<file path="config.mk">
export PLATFORM = sky130hd
export DESIGN_NAME = d2_decoder_flat
export DESIGN_NICKNAME = d
export VERILOG_FILES = /design/src/rtl/d2_decoder_if.sv /design/src/rtl/d2_decoder.sv /design/src/flat_wrapper.sv
export SDC_FILE = /design/constraint.sdc
export NUM_CORES = 1
export LEC_CHECK = 0
export CORE_AREA = 2 2 39 41
export DETAILED_ROUTE_END_ITERATION = 16
export DIE_AREA = 0 0 41 43
export MAX_ROUTING_LAYER = met4
export SETUP_SLACK_MARGIN = 0.2
export SYNTH_ARGS = -nofsm -noshare
export SYNTH_HDL_FRONTEND = slang
export SYNTH_SLANG_ARGS = --single-unit
</file>
<file path="constraint.sdc">
create_clock -name clk -period 0.8 [get_ports clk]
set_input_delay 0.24 -clock clk [delete_from_list [all_inputs] [get_ports clk]]
set_output_delay 0.24 -clock clk [all_outputs]
set_load 0.01 [all_outputs]
</file>
<file path="src/rtl/d2_decoder_if.sv">
// rtl/d2_decoder_if.sv - select/enable inputs and one-hot select outputs of d2_decoder
interface d2_decoder_if;
    logic en;
    logic a;
    logic b;
    logic y1;
    logic y2;
    logic y3;
    logic y4;
    logic valid;

    modport master (
        output en, a, b,
        input  y1, y2, y3, y4, valid
    );

    modport slave (
        input  en, a, b,
        output y1, y2, y3, y4, valid
    );
endinterface

</file>
<file path="src/rtl/d2_decoder.sv">
// rtl/d2_decoder.sv - clocked 2-to-4 one-hot decoder with valid flag
module d2_decoder #(
    parameter bit OUT_ACTIVE_LOW = 1'b0,
    parameter bit REGISTERED     = 1'b1
) (
    input  logic          clk,
    input  logic          rst,
    d2_decoder_if.slave   bus
);

    // Internal vector is active-high with bit 0 = y1; polarity is applied last.
    logic [3:0] dec_y;
    logic [3:0] y_act;
    logic       valid_act;

    always_comb begin
        dec_y = 4'b0000;
        if (bus.en) begin
            case ({bus.a, bus.b})
                2'b00:   dec_y = 4'b0001;
                2'b01:   dec_y = 4'b0010;
                2'b10:   dec_y = 4'b0100;
                default: dec_y = 4'b1000;
            endcase
        end
    end

    generate
        if (REGISTERED) begin : g_reg
            logic [3:0] y_q;
            logic       valid_q;

            always_ff @(posedge clk or posedge rst) begin
                if (rst) begin
                    y_q     <= 4'b0000;
                    valid_q <= 1'b0;
                end else begin
                    y_q     <= dec_y;
                    valid_q <= bus.en;
                end
            end

            assign y_act     = y_q;
            assign valid_act = valid_q;
        end else begin : g_comb
            // Reset still forces the idle state even without a register stage.
            assign y_act     = rst ? 4'b0000 : dec_y;
            assign valid_act = rst ? 1'b0 : bus.en;
        end
    endgenerate

    assign bus.y1    = y_act[0] ^ OUT_ACTIVE_LOW;
    assign bus.y2    = y_act[1] ^ OUT_ACTIVE_LOW;
    assign bus.y3    = y_act[2] ^ OUT_ACTIVE_LOW;
    assign bus.y4    = y_act[3] ^ OUT_ACTIVE_LOW;
    assign bus.valid = valid_act;

endmodule

</file>
<file path="src/flat_wrapper.sv">
// flat-port wrapper written by rule: the top's interface ports become plain ports
module d2_decoder_flat 
#(
    parameter bit OUT_ACTIVE_LOW = 1'b0,
    parameter bit REGISTERED     = 1'b1
)
  (clk, rst, bus_en, bus_a, bus_b, bus_y1, bus_y2, bus_y3, bus_y4, bus_valid);
  d2_decoder_if bus_i ();
  input  logic clk;
  input  logic rst;
  input wire logic [$bits(bus_i.en)-1:0] bus_en;
  input wire logic [$bits(bus_i.a)-1:0] bus_a;
  input wire logic [$bits(bus_i.b)-1:0] bus_b;
  output wire logic [$bits(bus_i.y1)-1:0] bus_y1;
  output wire logic [$bits(bus_i.y2)-1:0] bus_y2;
  output wire logic [$bits(bus_i.y3)-1:0] bus_y3;
  output wire logic [$bits(bus_i.y4)-1:0] bus_y4;
  output wire logic [$bits(bus_i.valid)-1:0] bus_valid;
  assign bus_i.en = bus_en;
  assign bus_i.a = bus_a;
  assign bus_i.b = bus_b;
  assign bus_y1 = bus_i.y1;
  assign bus_y2 = bus_i.y2;
  assign bus_y3 = bus_i.y3;
  assign bus_y4 = bus_i.y4;
  assign bus_valid = bus_i.valid;
  d2_decoder #(.OUT_ACTIVE_LOW(OUT_ACTIVE_LOW), .REGISTERED(REGISTERED)) u_core (.clk(clk), .rst(rst), .bus(bus_i));
endmodule
</file>
==> results.yml <==
detailed_routing:
  viasPerCell: 3.300
  drt_iter0_drc: 0
  ant_nets: 0
  totalWireLength_microns: 318
  via_count: 132
  drt_pass1_iterations: 1
  drt-wirelength-per-cell_microns: 7.950
  drcViolationCount: 0
yosys:
  synth_fp_nets: 15
  synth_top_family_by_area: "simple AND/OR/NAND/NOR gates"
  yosys.area_share.adder: 0
  synthMuxAreaShare: 0
  synth_xor_xnor_area_share: 0
  synth_cell_types: 5
  synth_compound_area_frac: 0
  yosys.area_share.simple: 0.2256
  ys_ff_latch: 5
  yosys_warnings: 0
  synthesis.instances: 10
  synthesis.area_sq_um: 166.4
  syn_avg_cell_area_sq_um: 16.64
  ys_seq_area_frac: 0.7519
placed_design:
  placed_cells: 36
  port_buffers: 9
  gp_congestion: 0.5341
global_routing:
  grt_max_degree: 6
  grt-ovfl-total: 0
  track_usage: 0.05470
  grt_pass1_wl_microns: 462
  grt_pass1_vias: 132
  antenna_found_initial: 0
sta:
  finalCritPeriodShare: 1.203
  post-route-min-period_ps: 962.3
  slew_headroom: 0.8872
  timing.fmax_ghz: 1.039
  setup_slack_ps: -162.3
  finalHoldViolations: 0
  setup_tns_ps: -790.9
  final_max_slew_viol_count: 0
  worst_slew_pin_slew_ps: 169.0
  worst_hold_slack_ps: 201.8
  setup_viol: 5
  rsz0062_at_grt: "true"
die:
  io_pins: 10
  die_w_microns: 41
  die_area_sq_um: 1763
  coreArea_sq_um: 1384
  die_h_microns: 43
  std_cell_rows: 14
  initial_utilization: 0.1203
cts:
  cts_buffers: 3
  cts_setup_buffers: 0
  cts_buffer_depth: 2
  path_clk_slew_ps: 40
  clockRootBuffer: "clkbuf_4"
  cts-htree-levels: 1
  cts_tree: "yes"
  cts.sinks: 5
final_layout:
  utilization: 0.2098
  final_common_cell: "dfrtp_1"
  final_nets: 30
  final_cell_mix: "5 x dfrtp_1, 4 x buf_2, 3 x clkbuf_4"
  drive_gt1_frac: 0.4583
  diodes: 0
  stdcell_count: 40
  seqCellArea_sq_um: 125.1
  multi_input_area_sq_um: 37.54
  area_delta_synth_final_pct: 74.44
  nFillCells: 151
critical_path:
  crit_buf_inv: 1
  critPathRequiredTime_ps: 560
  worstSetupStartpointType: "flop"
  endpoint_kind: "output pin"
  critPathMaxFanout: 1
  cp_top_family: "flip-flops"
  critPathSlowestCell: "dfrtp_1"
  max_stage_delay_ps: 360
  arrival_ps: 720
  worstPathCellList: "buf_6"
  crit_type: "flop to output pin"
pwr:
  swShare: 0.2013
  p_clk_frac: 0.467
  pwr-share-seq: 0.440
  comb_power_share: 0.093
  finalPower_w: 0.0006058
  p_int_w: 0.0004838
  switchingPower_w: 0.0001220
  peakVddDrop_uv: 274.8
  p_per_area_nw_per_um2: 2087
  p_leak_nw: 0.1569
min_path:
  hp-class: "input pin to asynchronous set/reset pin"
flow_run:
  cap_violations: 0
status:
  outcome: "finished with violations"
  violations: "setup timing"
-- synth_stat cells (all sizes together) --
cell / number / share of area
and3: 1 / 0.045
and3b: 2 / 0.11
dfrtp: 5 / 0.75
inv: 1 / 0.023
nor3b: 1 / 0.075
-- cell type report --
| type | count | share of cell area |
|---|---|---|
| clock buffer | 4 | 0.09052 |
| inverter | 1 | 0.01293 |
| multi-input combinational | 4 | 0.1293 |
| sequential | 5 | 0.4310 |
| tap | 16 | 0.06897 |
| timing repair buffer | 10 | 0.2672 |
-- kinds of logic after synthesis --
logic type,after synthesis
DFF,5
buffers and inverters,1
and+or+nand+nor,4
-- flip-flops by register name, summed over array words and instances, names as in the netlist --
register	count
u_core.bus.valid	1
u_core.g_reg.y_q	4
-- per-stage QoR --
stage,cell area (sq um),worst slack (ps)
2_1_floorplan,166.4,184.4
3_3_place_gp,284.0,-265.0
3_5_place_dp,284.0,-284.7
4_1_cts,282.8,-173.9
5_1_grt,290.3,-192.5
6_report,290.3,-162.3
-- path summary, 6_finish.rpt --
check,from,end,slack [ps],cells past startpoint
setup / recovery,u_core.g_reg.y_q[1],bus_y2,-160,1
hold / removal,rst,u_core.g_reg.y_q[3],200,2
max in group asynchronous,rst,u_core.g_reg.y_q[0],440,2
min in group clk,bus_en,u_core.bus.valid,280,1
-- power groups by stage --
stage / logic, W / clock network, W / registers, W
after global placement: 0.0000662 / 0 / 0.000270
after global routing: 0.0000614 / 0.000314 / 0.000267
after detailed placement: 0.0000689 / 0 / 0.000270
after floorplan: 0.0000119 / 0 / 0.000276
after CTS: 0.0000544 / 0.000296 / 0.000266
final: 0.0000561 / 0.000283 / 0.000267
-- routing by layer --
metal / vias to the layer above / wire, microns / global-route usage
met5: - / 0 / -
met2: 12 / 119 / 0.05625
met3: 2 / 74 / 0.04712
met1: 58 / 103 / 0.03571
met4: 0 / 21 / 0.1000
li1: 60 / - / -
-- what timing repair did --
| action | 4_1_cts | 5_1_grt |
|---|---|---|
| resized for setup | 24 | 2 |
| endpoints found under the setup margin | 10 | 6 |
| endpoints found under the hold margin | 0 | 0 |
| pin swaps | 0 | 0 |
| hold buffers | 0 | 0 |
Power figures use the tool's default switching activity.
